--- config.mk ---
export PLATFORM = sky130hd
export DESIGN_NAME = axis_frame_arb
export DESIGN_NICKNAME = d
export VERILOG_FILES = /design/src/rtl/paicore_axis_pkg.sv /design/src/rtl/axis_frame_arb_rr_arb2.sv /design/src/rtl/axis_frame_arb.sv
export SDC_FILE = /design/constraint.sdc
export NUM_CORES = 1
export LEC_CHECK = 0
export BUFFER_PORTS_ARGS = -buffer_cell sky130_fd_sc_hd__buf_2
export CAP_MARGIN = 20
export CORE_MARGIN = 2
export CORE_UTILIZATION = 30
export CTS_CLUSTER_SIZE = 8
export DETAILED_ROUTE_END_ITERATION = 16
export PLACE_DENSITY = 0.54
export RECOVER_POWER = 50
export SYNTH_ARGS = -nofsm -noshare
export SYNTH_HDL_FRONTEND = slang
export SYNTH_SLANG_ARGS = --single-unit
--- constraint.sdc ---
create_clock -name s_axis_aclk -period 6.1 [get_ports s_axis_aclk]
set_input_delay 0.305 -clock s_axis_aclk [delete_from_list [all_inputs] [get_ports s_axis_aclk]]
set_output_delay 0.305 -clock s_axis_aclk [all_outputs]
set_load 0.01 [all_outputs]
--- src/rtl/paicore_axis_pkg.sv ---
// Shared defaults and FSM state type for the PAICORE AXI-Stream framing blocks.
package paicore_axis_pkg;

  localparam int DEF_DATA_W = 64;
  localparam int DEF_LEN_W  = 32;
  localparam int DEF_CNT_W  = 16;

  typedef enum logic {
    ST_IDLE  = 1'b0,
    ST_BURST = 1'b1
  } state_e;

endpackage

--- src/rtl/axis_frame_arb_rr_arb2.sv ---
// Two-requester round-robin picker; stateless, the parent holds last_grant.
module rr_arb2 (
  input  logic [1:0] req,
  input  logic       last_grant,
  output logic       gnt,
  output logic       valid
);

  // On a tie the requester not served last wins; otherwise the lone requester.
  always_comb begin
    valid = |req;
    gnt   = (req == 2'b11) ? ~last_grant : req[1];
  end

endmodule

--- src/rtl/axis_frame_arb.sv ---
// Two-source AXI-Stream frame arbiter: grants one source per programmed-length
// frame, regenerates tlast, and counts frames and input-tlast mismatches.
module axis_frame_arb
  import paicore_axis_pkg::*;
#(
  parameter int DATA_W = DEF_DATA_W,
  parameter int LEN_W  = DEF_LEN_W,
  parameter int CNT_W  = DEF_CNT_W
) (
  input  logic              s_axis_aclk,
  input  logic              s_axis_areset,
  input  logic              enable,
  input  logic [LEN_W-1:0]  len0,
  input  logic [LEN_W-1:0]  len1,
  input  logic [DATA_W-1:0] s0_axis_tdata,
  input  logic              s0_axis_tvalid,
  input  logic              s0_axis_tlast,
  output logic              s0_axis_tready,
  input  logic [DATA_W-1:0] s1_axis_tdata,
  input  logic              s1_axis_tvalid,
  input  logic              s1_axis_tlast,
  output logic              s1_axis_tready,
  output logic [DATA_W-1:0] m_axis_tdata,
  output logic              m_axis_tvalid,
  output logic              m_axis_tlast,
  output logic              m_axis_tid,
  input  logic              m_axis_tready,
  output logic              busy,
  output logic [LEN_W-1:0]  beat_cnt,
  output logic [CNT_W-1:0]  frame_cnt0,
  output logic [CNT_W-1:0]  frame_cnt1,
  output logic [CNT_W-1:0]  tlast_err
);

  state_e             state_q, state_d;
  logic               grant_q, grant_d;
  logic               last_grant_q, last_grant_d;
  logic [LEN_W-1:0]   len_q, len_d;
  logic [LEN_W-1:0]   beat_cnt_q, beat_cnt_d;
  logic [CNT_W-1:0]   frame_cnt0_q, frame_cnt0_d;
  logic [CNT_W-1:0]   frame_cnt1_q, frame_cnt1_d;
  logic [CNT_W-1:0]   tlast_err_q, tlast_err_d;

  logic [1:0]         req;
  logic               arb_gnt;
  logic               arb_valid;
  logic               in_burst;
  logic [DATA_W-1:0]  sel_tdata;
  logic               sel_tvalid;
  logic               sel_tlast;
  logic               frame_end;
  logic               hs;

  always_comb begin
    req[0] = (len0 != '0) && s0_axis_tvalid;
    req[1] = (len1 != '0) && s1_axis_tvalid;
  end

  rr_arb2 u_rr_arb2 (
    .req        (req),
    .last_grant (last_grant_q),
    .gnt        (arb_gnt),
    .valid      (arb_valid)
  );

  // Datapath is purely combinational; everything is gated off outside BURST.
  always_comb begin
    in_burst   = (state_q == ST_BURST);
    sel_tdata  = grant_q ? s1_axis_tdata  : s0_axis_tdata;
    sel_tvalid = grant_q ? s1_axis_tvalid : s0_axis_tvalid;
    sel_tlast  = grant_q ? s1_axis_tlast  : s0_axis_tlast;
    frame_end  = in_burst && (beat_cnt_q == (len_q - LEN_W'(1)));

    m_axis_tdata   = in_burst ? sel_tdata : '0;
    m_axis_tvalid  = in_burst && sel_tvalid;
    m_axis_tlast   = frame_end;
    m_axis_tid     = in_burst && grant_q;
    s0_axis_tready = in_burst && !grant_q && m_axis_tready;
    s1_axis_tready = in_burst &&  grant_q && m_axis_tready;
    hs             = m_axis_tvalid && m_axis_tready;

    busy       = in_burst;
    beat_cnt   = beat_cnt_q;
    frame_cnt0 = frame_cnt0_q;
    frame_cnt1 = frame_cnt1_q;
    tlast_err  = tlast_err_q;
  end

  always_comb begin
    state_d      = state_q;
    grant_d      = grant_q;
    last_grant_d = last_grant_q;
    len_d        = len_q;
    beat_cnt_d   = beat_cnt_q;
    frame_cnt0_d = frame_cnt0_q;
    frame_cnt1_d = frame_cnt1_q;
    tlast_err_d  = tlast_err_q;

    unique case (state_q)
      ST_IDLE: begin
        if (enable && arb_valid) begin
          state_d    = ST_BURST;
          grant_d    = arb_gnt;
          len_d      = arb_gnt ? len1 : len0;
          beat_cnt_d = '0;
        end
      end
      ST_BURST: begin
        if (hs) begin
          beat_cnt_d = beat_cnt_q + LEN_W'(1);
          if ((sel_tlast != frame_end) && (tlast_err_q != '1)) begin
            tlast_err_d = tlast_err_q + CNT_W'(1);
          end
          if (frame_end) begin
            state_d      = ST_IDLE;
            beat_cnt_d   = '0;
            last_grant_d = grant_q;
            if (grant_q) begin
              frame_cnt1_d = frame_cnt1_q + CNT_W'(1);
            end else begin
              frame_cnt0_d = frame_cnt0_q + CNT_W'(1);
            end
          end
        end
      end
      default: state_d = ST_IDLE;
    endcase
  end

  always_ff @(posedge s_axis_aclk) begin
    if (s_axis_areset) begin
      state_q      <= ST_IDLE;
      grant_q      <= 1'b0;
      last_grant_q <= 1'b1;
      len_q        <= '0;
      beat_cnt_q   <= '0;
      frame_cnt0_q <= '0;
      frame_cnt1_q <= '0;
      tlast_err_q  <= '0;
    end else begin
      state_q      <= state_d;
      grant_q      <= grant_d;
      last_grant_q <= last_grant_d;
      len_q        <= len_d;
      beat_cnt_q   <= beat_cnt_d;
      frame_cnt0_q <= frame_cnt0_d;
      frame_cnt1_q <= frame_cnt1_d;
      tlast_err_q  <= tlast_err_d;
    end
  end

endmodule

==> results by group <==
Outcome
  • Run status: complete, but fails checks
  • Failing checks: max-capacitance violations, max-slew violations

CTS
  • Reg clk slew, reported paths: 0.06 ns
  • Clock tree from TritonCTS: done
  • Number of buffers inserted to repair setup after CTS: 0
  • Number of buffers on the longest clock path: 2
  • TritonCTS Sinks: 115
  • Num CTS Buffers: 17
  • Cts-stage hold buffer count: 0
  • Clock network latency to the later pin of the worst-skew pair: 0.42 ns
  • Resized cells post-CTS: 0
  • Deepest level of the CTS H-tree: 4
  • Clock root buffer: clkbuf_16

Timing
  • Final period utilization: 78.70%
  • Unrepaired setup endpoints after global routing: no
  • Worst slew margin relative to its limit: -74.24%
  • Max Clock Skew: 0.01418 ns
  • Post-route setup TNS: 0 ns
  • Setup-failing EPs final: 0
  • Fin crit period: 4.801 ns
  • Highest Clock Rate: 0.2083 GHz
  • Actual transition at the worst max-transition pin: 2.614 ns
  • Number of hold violations in the final report: 0
  • Max-slew violations: 111

Synth
  • Number of register bits inferred by synthesis: 115
  • Yosys warning count: 0
  • Number of distinct library cell variants in the gate-level netlist after synthesis: 70
  • Post-synthesis cell count: 1048
  • Dominant synthesized flop cell: dfxtp_1
  • Post-synth design cell area: about 8500 sq um
  • Cell taking the most area after synthesis: dfxtp_1
  • Ys async rst share: 0%
  • Number of enable flip-flop cells after synthesis: 0
  • Synth top cells by count: 115 x dfxtp_1, 111 x mux2i_1, 96 x nor2b_1
  • Syn_nets: 1253
  • Share of the synthesized area in the top cell type: 27.23%
  • Most area-consuming cells after synthesis: dfxtp_1 27%, mux2i_1 13%, nor2b_1 7.1%, nor2_1 4.2%, nand2_1 3.5%
  • Sequential element share of the synthesized area: 27.23%
  • Average instance area after synthesis: 8.067 sq um
  • Dominant cell by count in the synthesized netlist: dfxtp_1

Final layout
  • Layout overhead on the synthesized area: 29.44%
  • Proportion of layout cells with a drive suffix above 1: between 20% and 30%
  • Antenna cell count: 0
  • # fillers: between 3000 and 4000
  • Total number of nets in the final design: 1557
  • Fin cells: 1743

Routing
  • Mean routed wirelength per cell: 18.09 um
  • Final antenna-violating net count: 0
  • Total number of vias: 9075
  • Iteration count of the initial detailed-routing pass: 4
  • Ratio of routed vias to standard cells: 5.207
  • Drt initial violations: 574
  • Remaining routing DRC violations: 0
  • Routed wire length: ~32000 um

Power
  • Pwr/cell area: 211.6 nW/um^2
  • Net Sw Frac: 28.93%
  • Leakage: around 4.2 nW
  • Worst supply voltage drop on vdd: 0.0001302 V
  • Logic pwr share: between 10% and 20%
  • Internal Dissipation: 0.001645 W
  • Sequential share of power: between 30% and 40%
  • Switching power total: ~0.00067 W
  • Clock group share of total power: 46.2%

Placement
  • Half-perimeter wire length of the detailed placement result: around 25000 um
  • Cells after DPL: 1711
  • Routability Congestion: 0.9407
  • Buffers added on ports: 349

Run
  • Number of max-cap violations: 2

Floorplanning
  • Width of the die: 171.9 um
  • Std-Cell Core Area: around 28000 sq um
  • Initial Utilization: 30.43%
  • Die Footprint: ~30000 sq um
  • Die Span Y: 171.9 um
  • Standard-cell row count: 61
  • Number of placed I/O pins: 350

Worst setup path
  • Largest fanout of any net on the critical path: 12
  • Cells on worst reg2reg path: 9
  • Category of the worst setup path launch point: register
  • Endpoint required time on the critical path: about 5.8 ns
  • Kind of capture point of the worst setup path: primary output
  • Crit path arrival time: 4.50 ns
  • Startpoint-to-endpoint class of the critical path: register to primary output

Global route
  • GR Overflow Total: 0
  • Overall fraction of global-route tracks in use: about a fifth
  • First-pass GRT wire length: about 46000 um
  • Via count of the first global-routing pass: slightly above 8000
  • Largest net degree at the start of global routing: 92
  • Initial antenna violation count: 10

Hold path
  • Worst hold path stage count: 2
  • Worst Hold Class: input pin to register
-- critical path, cell delays in order, from the launching register on --
cell and delay, ns:
dfxtp_1 0.38, or4_4 0.60, or4_1 0.62, or4_4 0.56, a221o_1 0.35, or4_1 0.47, a2111oi_0 0.44, nand3_1 0.12
a211oi_1 0.33, buf_2 0.20
-- through the flow --
stage / instance area, sq um / power [W] / hold WS, ns / worst slack, ns / utilization (%)
floorplan: 8454 / 0.001086 / 0.4362 / 2.293 / -
global placement: 10480 / 0.001257 / 0.4720 / 1.707 / 37.73
detailed placement: 10480 / 0.001259 / 0.4565 / 1.600 / 37.73
CTS: 11100 / 0.002337 / 0.2220 / 1.294 / 39.94
global route: 10940 / 0.002418 / 0.2291 / 1.073 / 39.39
finish: 10940 / 0.002315 / 0.2275 / 1.299 / 39.39
-- routing by layer --
metal | part of all wire, % | track usage, % | routed length, um | up-vias
li1 | - | - | - | 4461
met1 | 47 | 28.31 | 14780 | 4263
met2 | 44 | 29.63 | 13820 | 281
met3 | 7.4 | 6.363 | 2347 | 50
met4 | 1.5 | 4.932 | 464 | 20
met5 | 0.38 | 0 | 120 | -
-- power groups by stage --
stage / logic [W] / clock network (W) / registers [W]
after floorplan: 0.000280 / 0 / 0.000806
after global routing: 0.000470 / 0.00113 / 0.000823
after global placement: 0.000423 / 0 / 0.000834
after CTS: 0.000427 / 0.00109 / 0.000818
final: 0.000427 / 0.00107 / 0.000818
after detailed placement: 0.000425 / 0 / 0.000834
-- sequential cells by signal, indices dropped and copies added (netlist names) --
name	flops
frame_cnt1	16
grant_q	1
frame_cnt0	16
tlast_err	16
beat_cnt	32
last_grant_q	1
len_q	32
busy	1
-- cells by family (layout without fill, tap and decap cells) --
kind of cell | count (synthesis) | after routing | synth area share (%)
AND/OR/NAND/NOR | 494 | 494 | 31.60
AO/OA/AOI/OAI | 158 | 158 | 14.22
multiplexers | 142 | 142 | 17.27
flip-flops | 115 | 115 | 27.23
buffers and inverters | 88 | 405 | 4.173
XOR/XNOR | 46 | 46 | 4.765
adder cells (fa/ha/maj) | 5 | 5 | 0.7400
-- cells in the final DEF (no fill, tap or decap), types with 11 or more instances in the layout --
cell type / Yosys / final
and3_1: 12 / 12
or3_1: 13 / 13
nand2_1: 79 / 79
nand3_1: 55 / 55
dfxtp_1: 115 / 114
o21ai_0: 23 / 23
nor2_1: 95 / 95
nor2b_1: 96 / 96
buf_2: 6 / 235
xnor2_1: 28 / 28
o311ai_1: 12 / 12
o311ai_0: 11 / 11
a211oi_1: 37 / 36
mux2_2: 21 / 21
or2_2: 13 / 13
mux2i_1: 111 / 111
nor4_1: 39 / 39
xor2_1: 18 / 18
clkbuf_1: 60 / 115
a21oi_1: 19 / 19
clkbuf_16: 0 / 17
nor3_1: 17 / 16
nand4_1: 23 / 23
inv_1: 16 / 16
-- worst paths after layout --
check / slack (ns) / start / to
worst min register to register: 0.46 / last_grant_q / last_grant_q
worst min-delay path: 0.23 / s_axis_areset / frame_cnt0[7]
worst max-delay path: 1.30 / len_q[10] / m_axis_tlast
worst max register to register: 1.59 / len_q[10] / beat_cnt[31]
-- layout make-up --
cell class	instances	area, sq um	area share [%]
clock inverters	13	182.7	1.669
flip-flops and latches	115	2306	21.07
clock buffers	19	432.9	3.956
well taps	378	473.0	4.322
repair buffers	357	1668	15.24
inverters	16	60.06	0.5488
multi-input cells	845	5821	53.19
(Power assumes the default switching activity.)
